**src/rtl/latch_mon_pkg.sv**
```systemverilog
// Shared types and parameter defaults for the latch output monitor.
package latch_mon_pkg;

    localparam int STABLE_CYC_DEF = 2;
    localparam int CNT_W_DEF      = 8;

    typedef enum logic [1:0] {
        S_LOW      = 2'd0,
        S_RISE_CHK = 2'd1,
        S_HIGH     = 2'd2,
        S_FALL_CHK = 2'd3
    } state_t;

endpackage

```
**src/rtl/sync2.sv**
```systemverilog
// Two-flop synchronizer with a parameterized reset level.
module sync2 #(
    parameter logic RST_VAL = 1'b0
) (
    input  logic clk,
    input  logic rst,
    input  logic i_d,
    output logic o_q
);

    logic r_meta;
    logic r_sync;

    always_ff @(posedge clk) begin
        if (rst) begin
            r_meta <= RST_VAL;
            r_sync <= RST_VAL;
        end else begin
            r_meta <= i_d;
            r_sync <= r_meta;
        end
    end

    assign o_q = r_sync;

endmodule

```
**src/rtl/latch_mon.sv**
```systemverilog
// Monitors a latch's q/qb pair: synchronizes, debounces q, counts accepted
// edges and flags loss of complementarity between q and qb.
module latch_mon
    import latch_mon_pkg::*;
#(
    parameter int STABLE_CYC = STABLE_CYC_DEF,
    parameter int CNT_W      = CNT_W_DEF
) (
    input  logic             clk,
    input  logic             rst,
    input  logic             q_in,
    input  logic             qb_in,
    input  logic             clr,
    output logic             q_filt,
    output logic             rise_pulse,
    output logic             fall_pulse,
    output logic [CNT_W-1:0] edge_cnt,
    output logic             cmp_err,
    output logic [1:0]       o_dbg_state
);

    localparam logic [3:0]       STAB_LAST = 4'(STABLE_CYC - 1);
    localparam logic [CNT_W-1:0] CNT_MAX   = {CNT_W{1'b1}};
    localparam logic [CNT_W-1:0] CNT_ONE   = {{(CNT_W-1){1'b0}}, 1'b1};

    logic w_q_sync;
    logic w_qb_sync;
    logic w_eq;

    state_t           r_state;
    logic [3:0]       r_stab;
    logic             r_q_filt;
    logic             r_rise;
    logic             r_fall;
    logic [CNT_W-1:0] r_edge_cnt;
    logic             r_cmp_err;
    logic             r_eq_d;

    // qb idles high so a freshly reset pair reads as complementary.
    sync2 #(.RST_VAL(1'b0)) u_sync_q (
        .clk (clk),
        .rst (rst),
        .i_d (q_in),
        .o_q (w_q_sync)
    );

    sync2 #(.RST_VAL(1'b1)) u_sync_qb (
        .clk (clk),
        .rst (rst),
        .i_d (qb_in),
        .o_q (w_qb_sync)
    );

    always_ff @(posedge clk) begin
        if (rst) begin
            r_state  <= S_LOW;
            r_stab   <= 4'd0;
            r_q_filt <= 1'b0;
            r_rise   <= 1'b0;
            r_fall   <= 1'b0;
        end else begin
            r_rise <= 1'b0;
            r_fall <= 1'b0;
            case (r_state)
                S_LOW: begin
                    if (w_q_sync) begin
                        if (STABLE_CYC == 1) begin
                            r_state  <= S_HIGH;
                            r_q_filt <= 1'b1;
                            r_rise   <= 1'b1;
                            r_stab   <= 4'd0;
                        end else begin
                            r_state <= S_RISE_CHK;
                            r_stab  <= 4'd1;
                        end
                    end
                end
                S_RISE_CHK: begin
                    if (!w_q_sync) begin
                        r_state <= S_LOW;
                        r_stab  <= 4'd0;
                    end else if (r_stab == STAB_LAST) begin
                        r_state  <= S_HIGH;
                        r_q_filt <= 1'b1;
                        r_rise   <= 1'b1;
                        r_stab   <= 4'd0;
                    end else begin
                        r_stab <= r_stab + 4'd1;
                    end
                end
                S_HIGH: begin
                    if (!w_q_sync) begin
                        if (STABLE_CYC == 1) begin
                            r_state  <= S_LOW;
                            r_q_filt <= 1'b0;
                            r_fall   <= 1'b1;
                            r_stab   <= 4'd0;
                        end else begin
                            r_state <= S_FALL_CHK;
                            r_stab  <= 4'd1;
                        end
                    end
                end
                S_FALL_CHK: begin
                    if (w_q_sync) begin
                        r_state <= S_HIGH;
                        r_stab  <= 4'd0;
                    end else if (r_stab == STAB_LAST) begin
                        r_state  <= S_LOW;
                        r_q_filt <= 1'b0;
                        r_fall   <= 1'b1;
                        r_stab   <= 4'd0;
                    end else begin
                        r_stab <= r_stab + 4'd1;
                    end
                end
            endcase
        end
    end

    assign w_eq = (w_q_sync == w_qb_sync);

    // Counter and error flag see the registered pulses, so a clr landing in
    // the pulse cycle still leaves them at zero.
    always_ff @(posedge clk) begin
        if (rst) begin
            r_edge_cnt <= '0;
            r_cmp_err  <= 1'b0;
            r_eq_d     <= 1'b0;
        end else begin
            r_eq_d <= w_eq;
            if (clr) begin
                r_edge_cnt <= '0;
                r_cmp_err  <= 1'b0;
            end else begin
                if ((r_rise || r_fall) && (r_edge_cnt != CNT_MAX)) begin
                    r_edge_cnt <= r_edge_cnt + CNT_ONE;
                end
                if (w_eq && r_eq_d) begin
                    r_cmp_err <= 1'b1;
                end
            end
        end
    end

    assign q_filt      = r_q_filt;
    assign rise_pulse  = r_rise;
    assign fall_pulse  = r_fall;
    assign edge_cnt    = r_edge_cnt;
    assign cmp_err     = r_cmp_err;
    assign o_dbg_state = r_state;

endmodule

```
**config.mk**
```make
export PLATFORM = sky130hd
export DESIGN_NAME = latch_mon
export DESIGN_NICKNAME = d
export VERILOG_FILES = /design/src/rtl/latch_mon_pkg.sv /design/src/rtl/sync2.sv /design/src/rtl/latch_mon.sv
export SDC_FILE = /design/constraint.sdc
export NUM_CORES = 1
export LEC_CHECK = 0
export CELL_PAD_IN_SITES_DETAIL_PLACEMENT = 0
export CELL_PAD_IN_SITES_GLOBAL_PLACEMENT = 2
export CORE_MARGIN = 1
export CORE_UTILIZATION = 25
export DETAILED_ROUTE_END_ITERATION = 8
export PLACE_DENSITY_LB_ADDON = 0.1
export SLEW_MARGIN = 20
export SYNTH_ARGS = -nofsm -noshare
export SYNTH_HDL_FRONTEND = slang
export SYNTH_SLANG_ARGS = --single-unit
```
**constraint.sdc**
```tcl
create_clock -name clk -period 2.83 [get_ports clk]
set_input_delay 0.4245 -clock clk [delete_from_list [all_inputs] [get_ports clk]]
set_output_delay 0.4245 -clock clk [all_outputs]
set_load 0.01 [all_outputs]
```
==> flow_metrics.py, run 1 <==
metrics = {
    "timing": {
        "tightest_slew_ns": 0.514,
        "hold_viol": 0,
        "setup_viol": 0,
        "timing.slew.headroom": 0.657,
        "timing.fmax_ghz": 0.562,
        "period_needed_ns": 1.78,
        "rsz0062_at_grt": "no",
        "holdWs_ns": 0.415,
        "fin_skew_ns": 0.00121,
        "drv_slew": 0,
        "finalSetupTns_ns": 0,
        "timing.final.crit_share": 0.629,
    },
    "route": {
        "viasPerCell": 4.62,
        "num_vias": 785,
        "detail-route-antenna-nets": 0,
        "finalWirelength_um": 1880,
        "dr.pass1.iters": 2,
        "drc": 0,
        "routedWlPerCell_um": 11.1,
        "drtIter0Drc": 52,
    },
    "power": {
        "ir_drop_v": 0.000130,
        "p_leak_nw": 0.407,
        "power_uw": 558,
        "powerDensity_nw_per_um2": 445,
    },
    "layout": {
        "diodes": 0,
        "mostFrequentLayoutCell": "dfxtp_1",
        "mostFrequentLayoutCells": "dfxtp_1 (23), clkdlybuf4s50_1 (18), nor2_1 (13), nand2_1 (6)",
        "final_area_um2": 1250,
        "fill_cells": 423,
        "nNetsFinal": 131,
        "drive_above_1_share": 0.0902,
        "largest_reg_flops": 8,
        "area_growth_pct": 25.7,
    },
    "yosys": {
        "syn-num-nets": 111,
        "synth_flop_cell": "dfxtp_1",
        "synth_edf_count": 0,
        "yosysSeqAreaShare": 0.461,
        "synth_cell_types": 38,
        "syn_inst": 103,
        "ys_seq_elements": 23,
        "syn-cell-area_um2": 998,
        "yosysWarnings": 0,
        "async_flop_share": 0,
        "syn_area_per_cell_um2": 9.69,
    },
    "clock_tree": {
        "cts_sinks": 23,
        "clk_pin_slew_ns": 0.07,
        "cts_tree": "yes",
        "cts_buffers": 3,
        "cts_root_buffer": "clkbuf_8",
        "clock_latency_ns": 0.25,
        "post_cts_resized": 0,
        "ctsHtreeMaxLevel": 1,
        "clock_path_buffers": 2,
        "postCtsHoldBufs": 0,
        "postCtsSetupBuffers": 0,
    },
    "critical_path": {
        "cp_num_cells": 1,
        "crit_path_max_fanout": 9,
        "path_class": "reg -> out",
        "worst_ep_required_time_ns": 2.41,
        "slowest_stage": "clkdlybuf4s50_1",
        "worst-r2r-cell-count": 4,
        "cp_slowest_stage_delay_ns": 0.60,
        "worstPathCellList": "clkdlybuf4s50_1",
        "cp-start-kind": "flop",
        "crit_family": "buffers and inverters",
        "cp.arrival_ns": 1.35,
        "crit_buf_inv": 1,
        "end_kind": "primary output",
    },
    "global_route": {
        "grt_start_max_net_pins": 16,
        "antenna_found_initial": 0,
        "first_global_vias": 748,
        "grt_overflow": 0,
        "grt_pass1_wl_um": 3260,
        "track_usage": 0.0980,
    },
    "hold_path": {
        "hold_depth": 1,
        "hold_path.class": "reg -> reg",
    },
    "placement": {
        "portBuffers": 18,
        "hpwl_um": 1410,
        "placed_area_um2": 1210,
        "gp_congestion": 0.726,
    },
    "die": {
        "core_area_um2": 3740,
        "die_area_um2": 4250,
        "ios": 19,
        "die_h_um": 65.2,
        "std_cell_rows": 22,
        "dieWidth_um": 65.2,
        "start_util": 0.267,
    },
    "run": {
        "max-cap-violations": 0,
    },
    "run_status": {
        "status": "complete, no violations",
    },
}
## final timing paths
check	start	endpoint	slack (ns)
setup / recovery	o_dbg_state[0]	o_dbg_state[0]	1.05
hold reg to reg	u_sync_qb.r_meta	u_sync_qb.o_q	0.41
setup reg to reg	u_sync_q.o_q	r_stab[2]	1.20
hold / removal	u_sync_qb.r_meta	u_sync_qb.o_q	0.41
## kinds of logic after synthesis
family,count (synthesis),synth area share
multiplexers,1,0.0100
XOR/XNOR,9,0.0865
adder cells (fa/ha/maj),3,0.0376
AND/OR/NAND/NOR,46,0.261
buffers and inverters,4,0.0326
AO/OA/AOI/OAI,17,0.112
flip-flops,23,0.461
## power by group
group          switching, mW  internal (mW)
Clock                 0.0934          0.100
Sequential           0.00529          0.330
Combinational         0.0136         0.0165
Total                  0.112          0.446
## Yosys cell counts, types with 2 or more instances
library cell  number  area [um2]
nand3_1            2        10.0
xor2_1             3        26.3
xnor2_1            5        43.8
o21a_1             2        15.0
nor2_1            13        48.8
dfxtp_1           23         460
nor3b_1            2        15.0
o21ai_0            3        15.0
a21oi_1            5        25.0
or2_2              3        18.8
nand2_1            6        22.5
nor3_1             3        15.0
ha_1               3        37.5
nor2b_1            3        18.8
nor4b_1            2        17.5
nand4_1            3        18.8
## area by class of cell
class | count | area [um2] | share of cell area
multi-input combinational | 76 | 505 | 0.403
sequential | 23 | 460 | 0.367
timing repair buffer | 18 | 180 | 0.144
tap | 48 | 60.1 | 0.0479
clock buffer | 4 | 45.0 | 0.0359
inverter | 1 | 3.75 | 0.00299
## layer usage
| metal | GRT usage | vias to the layer above | part of all wire | wire length (um) |
|---|---|---|---|---|
| li1 | - | 403 | - | - |
| met1 | 0.120 | 365 | 0.48 | 907 |
| met2 | 0.165 | 15 | 0.47 | 890 |
| met3 | 0.0208 | 2 | 0.035 | 65 |
| met4 | 0.0408 | 0 | 0.0085 | 16 |
| met5 | 0 | - | 0 | 0 |
## metrics by stage
| step | setup WS, ns | std cells | utilization |
|---|---|---|---|
| finish | 1.05 | 170 | 0.335 |
| global route | 0.959 | 170 | 0.335 |
| floorplan | 1.37 | 103 | - |
| global placement | 1.02 | 166 | 0.323 |
| CTS | 1.02 | 170 | 0.335 |
| detailed placement | 0.973 | 166 | 0.323 |
(Power assumes the default switching activity.)
==> run 2: changes to the inputs <==
clock period = 1.8 ns   (was 2.83 ns; I/O delays follow)
==> flow_metrics.py, run 2 (synthesis results as in run 1) <==
metrics = {
    "run_status": {
        "status": "complete, no violations",
    },
    "timing": {
        "drv_slew": 0,
        "timing.slew.headroom": 0.783,
        "timing.final.crit_share": 0.909,
        "rsz0062_at_grt": "no",
        "setup_viol": 0,
        "timing.fmax_ghz": 0.611,
        "finalSetupTns_ns": 0,
        "fin_skew_ns": 0.00586,
        "hold_viol": 0,
        "tightest_slew_ns": 0.325,
        "period_needed_ns": 1.64,
    },
    "run": {
        "max-cap-violations": 0,
    },
    "global_route": {
        "antenna_found_initial": 0,
        "grt_start_max_net_pins": 15,
        "first_global_vias": 737,
        "grt_pass1_wl_um": 3390,
        "grt_overflow": 0,
        "track_usage": 0.104,
    },
    "clock_tree": {
        "clk_pin_slew_ns": 0.09,
        "clock_path_buffers": 2,
        "clock_latency_ns": 0.26,
        "cts_tree": "yes",
        "post_cts_resized": 0,
        "cts_sinks": 23,
        "postCtsHoldBufs": 0,
        "cts_buffers": 3,
        "postCtsSetupBuffers": 0,
        "ctsHtreeMaxLevel": 1,
        "cts_root_buffer": "clkbuf_8",
    },
    "critical_path": {
        "worstPathCellList": "clkdlybuf4s50_1",
        "worst_ep_required_time_ns": 1.53,
        "path_class": "reg -> out",
        "crit_family": "buffers and inverters",
        "cp_slowest_stage_delay_ns": 0.60,
        "cp.arrival_ns": 1.37,
        "slowest_stage": "clkdlybuf4s50_1",
        "end_kind": "primary output",
        "cp-start-kind": "flop",
        "crit_buf_inv": 1,
        "crit_path_max_fanout": 9,
    },
    "route": {
        "routedWlPerCell_um": 11.4,
        "drc": 0,
        "viasPerCell": 4.56,
        "finalWirelength_um": 1970,
        "drtIter0Drc": 46,
        "num_vias": 785,
        "detail-route-antenna-nets": 0,
        "dr.pass1.iters": 4,
    },
    "die": {
        "die_h_um": 65.2,
        "dieWidth_um": 65.2,
        "start_util": 0.267,
        "std_cell_rows": 22,
        "die_area_um2": 4250,
        "ios": 19,
        "core_area_um2": 3740,
    },
    "layout": {
        "fill_cells": 406,
        "nNetsFinal": 133,
        "mostFrequentLayoutCell": "dfxtp_1",
        "stdcell_count": 172,
        "utilization": 0.340,
        "diodes": 0,
        "multi_input_area_um2": 505,
        "largest_reg_flops": 8,
        "drive_above_1_share": 0.113,
        "register_area_um2": 460,
        "area_growth_pct": 27.3,
        "mostFrequentLayoutCells": "dfxtp_1 (23), clkdlybuf4s50_1 (18), nor2_1 (13), nand2_1 (6)",
    },
    "power": {
        "ir_drop_v": 0.000236,
        "powerDensity_nw_per_um2": 707,
        "p_leak_nw": 0.420,
        "power_uw": 899,
    },
    "placement": {
        "place_inst": 168,
        "portBuffers": 18,
        "hpwl_um": 1440,
        "gp_congestion": 0.784,
    },
    "hold_path": {
        "hold_path.class": "reg -> reg",
    },
}
## run 2: final timing paths
check,start,to,slack (ns),cells after the start
worst max register to register,flop,r_stab[2],0.28,4
worst min-delay path,u_sync_qb.r_meta,u_sync_qb.o_q,0.41,1
worst max-delay path,o_dbg_state[0],o_dbg_state[0],0.16,1
worst min register to register,u_sync_qb.r_meta,u_sync_qb.o_q,0.41,1
## run 2: layer usage
| layer | track usage | routed length [um] |
|---|---|---|
| met1 | 0.137 | 990 |
| met3 | 0.0260 | 68 |
| met4 | 0.0408 | 18 |
| met2 | 0.162 | 891 |
| met5 | 0 | 0 |
## run 2: final cells by class
cell class	instances	share of cell area
Timing Repair Buffer	20	0.154
Clock buffer	3	0.0325
Inverter	1	0.00295
Tap cell	48	0.0472
Sequential cell	23	0.362
Clock inverter	1	0.00394
Multi-Input combinational cell	76	0.398
## run 2: through the flow
step	setup WS [ns]	hold slack [ns]	area, um2
after global routing	0.0984	0.435	1270
after global placement	0.324	0.395	1220
after floorplan	0.342	0.342	998
after detailed placement	0.291	0.398	1220
final	0.164	0.415	1270
after CTS	0.156	0.418	1270
## run 2: where the power goes
| group | switching (mW) | internal (mW) | leakage, nW |
|---|---|---|---|
| combinational | 0.0234 | 0.0285 | 0.208 |
| sequential | 0.00701 | 0.518 | 0.187 |
| clock | 0.168 | 0.154 | 0.0255 |
| total | 0.198 | 0.701 | 0.420 |
==> run 3: changes to the inputs <==
CORE_UTILIZATION = 30   (was 25)
==> flow_metrics.py, run 3 (synthesis results as in run 1) <==
metrics = {
    "power": {
        "ir_drop_v": 0.000208,
        "power_uw": 806,
        "p_leak_nw": 0.407,
        "powerDensity_nw_per_um2": 650,
    },
    "global_route": {
        "grt_pass1_wl_um": 2840,
        "track_usage": 0.108,
        "grt_overflow": 0,
        "antenna_found_initial": 0,
        "first_global_vias": 651,
        "grt_start_max_net_pins": 15,
    },
    "critical_path": {
        "worstPathCellList": "clkdlybuf4s50_1",
        "crit_path_max_fanout": 7,
        "worst_ep_required_time_ns": 1.53,
        "crit_family": "buffers and inverters",
        "cp-start-kind": "flop",
        "cp.arrival_ns": 1.41,
        "crit_buf_inv": 1,
        "end_kind": "primary output",
        "path_class": "reg -> out",
        "cp_slowest_stage_delay_ns": 0.60,
        "slowest_stage": "clkdlybuf4s50_1",
    },
    "route": {
        "viasPerCell": 4.53,
        "detail-route-antenna-nets": 0,
        "finalWirelength_um": 1690,
        "dr.pass1.iters": 4,
        "drtIter0Drc": 44,
        "routedWlPerCell_um": 10.1,
        "num_vias": 756,
        "drc": 0,
    },
    "placement": {
        "hpwl_um": 1290,
        "placed_area_um2": 1210,
        "gp_congestion": 0.720,
        "portBuffers": 18,
        "post-place-ws_ns": 0.287,
    },
    "layout": {
        "nNetsFinal": 132,
        "final_area_um2": 1240,
        "mostFrequentLayoutCells": "dfxtp_1 (23), clkdlybuf4s50_1 (18), nor2_1 (13), nand2_1 (6)",
        "diodes": 0,
        "area_growth_pct": 24.2,
        "fill_cells": 336,
        "largest_reg_flops": 8,
        "drive_above_1_share": 0.106,
        "mostFrequentLayoutCell": "dfxtp_1",
    },
    "timing": {
        "timing.slew.headroom": 0.760,
        "timing.final.crit_share": 0.935,
        "setup_viol": 0,
        "finalSetupTns_ns": 0,
        "fin_skew_ns": 0.0110,
        "drv_slew": 0,
        "worst_slack_ns": 0.117,
        "period_needed_ns": 1.68,
        "tightest_slew_ns": 0.359,
        "rsz0062_at_grt": "no",
        "hold_viol": 0,
        "timing.fmax_ghz": 0.594,
    },
    "clock_tree": {
        "cts_tree": "yes",
        "clk_pin_slew_ns": 0.13,
        "cts_sinks": 23,
        "cts_root_buffer": "clkbuf_4",
        "cts_buffers": 3,
        "clock_latency_ns": 0.30,
        "ctsHtreeMaxLevel": 1,
        "clock_path_buffers": 2,
        "postCtsSetupBuffers": 0,
        "postCtsHoldBufs": 0,
        "post_cts_resized": 0,
    },
    "die": {
        "dieWidth_um": 59.7,
        "start_util": 0.322,
        "die_h_um": 59.7,
        "core_area_um2": 3100,
        "die_area_um2": 3560,
        "ios": 19,
        "std_cell_rows": 20,
    },
    "run": {
        "max-cap-violations": 0,
    },
    "run_status": {
        "status": "complete, no violations",
    },
    "hold_path": {
        "hold_path.class": "reg -> reg",
    },
}
## run 3: cell count changes in the layout (fill, tap and decap cells not counted)
cell      change
clkbuf_4      +3
clkbuf_8      -3
buf_4         -1
## run 3: worst paths after layout
kind,start,to,slack [ns],depth (start not counted)
setup / recovery,flop,o_dbg_state[1],0.12,1
hold / removal,u_sync_qb.r_meta,u_sync_qb.o_q,0.43,1
setup reg to reg,u_sync_q.o_q,r_stab[2],0.26,4
hold reg to reg,u_sync_qb.r_meta,u_sync_qb.o_q,0.43,1
## run 3: per-stage QoR
stage,std cells,hold WS (ns),utilization
final,167,0.427,0.400
after global routing,167,0.445,0.400
after global placement,163,0.397,0.391
after floorplan,103,0.342,-
after detailed placement,163,0.397,0.391
after CTS,167,0.429,0.400
## run 3: cell type report
cell class / count / area (um2) / area share
clock inverters: 1 / 5.00 / 0.00404
inverters: 1 / 3.75 / 0.00303
flip-flops and latches: 23 / 460 / 0.371
repair buffers: 19 / 188 / 0.151
clock buffers: 3 / 22.5 / 0.0182
well taps: 44 / 55.1 / 0.0444
multi-input cells: 76 / 505 / 0.408
## run 3: where the power goes
part	leakage (nW)	switching (mW)	internal, mW
Clock	0.0177	0.148	0.0828
Sequential	0.187	0.00790	0.519
Combinational	0.202	0.0213	0.0274
Total	0.407	0.177	0.629
## run 3: worst register-to-register path, delay by kind of cell (launching register included)
kind | cells | cell delay, ns
AND/OR/NAND/NOR | 2 | 0.56
flip-flops | 1 | 0.52
XOR/XNOR | 1 | 0.24
AO/OA/AOI/OAI | 1 | 0.14
## run 3: routing by layer
layer  track usage  up-vias  wire length [um]
met3        0.0303        2                79
met2         0.159       17               718
met1         0.143      329               881
met5             0        -                 0
li1              -      408                 -
met4        0.0598        0                15
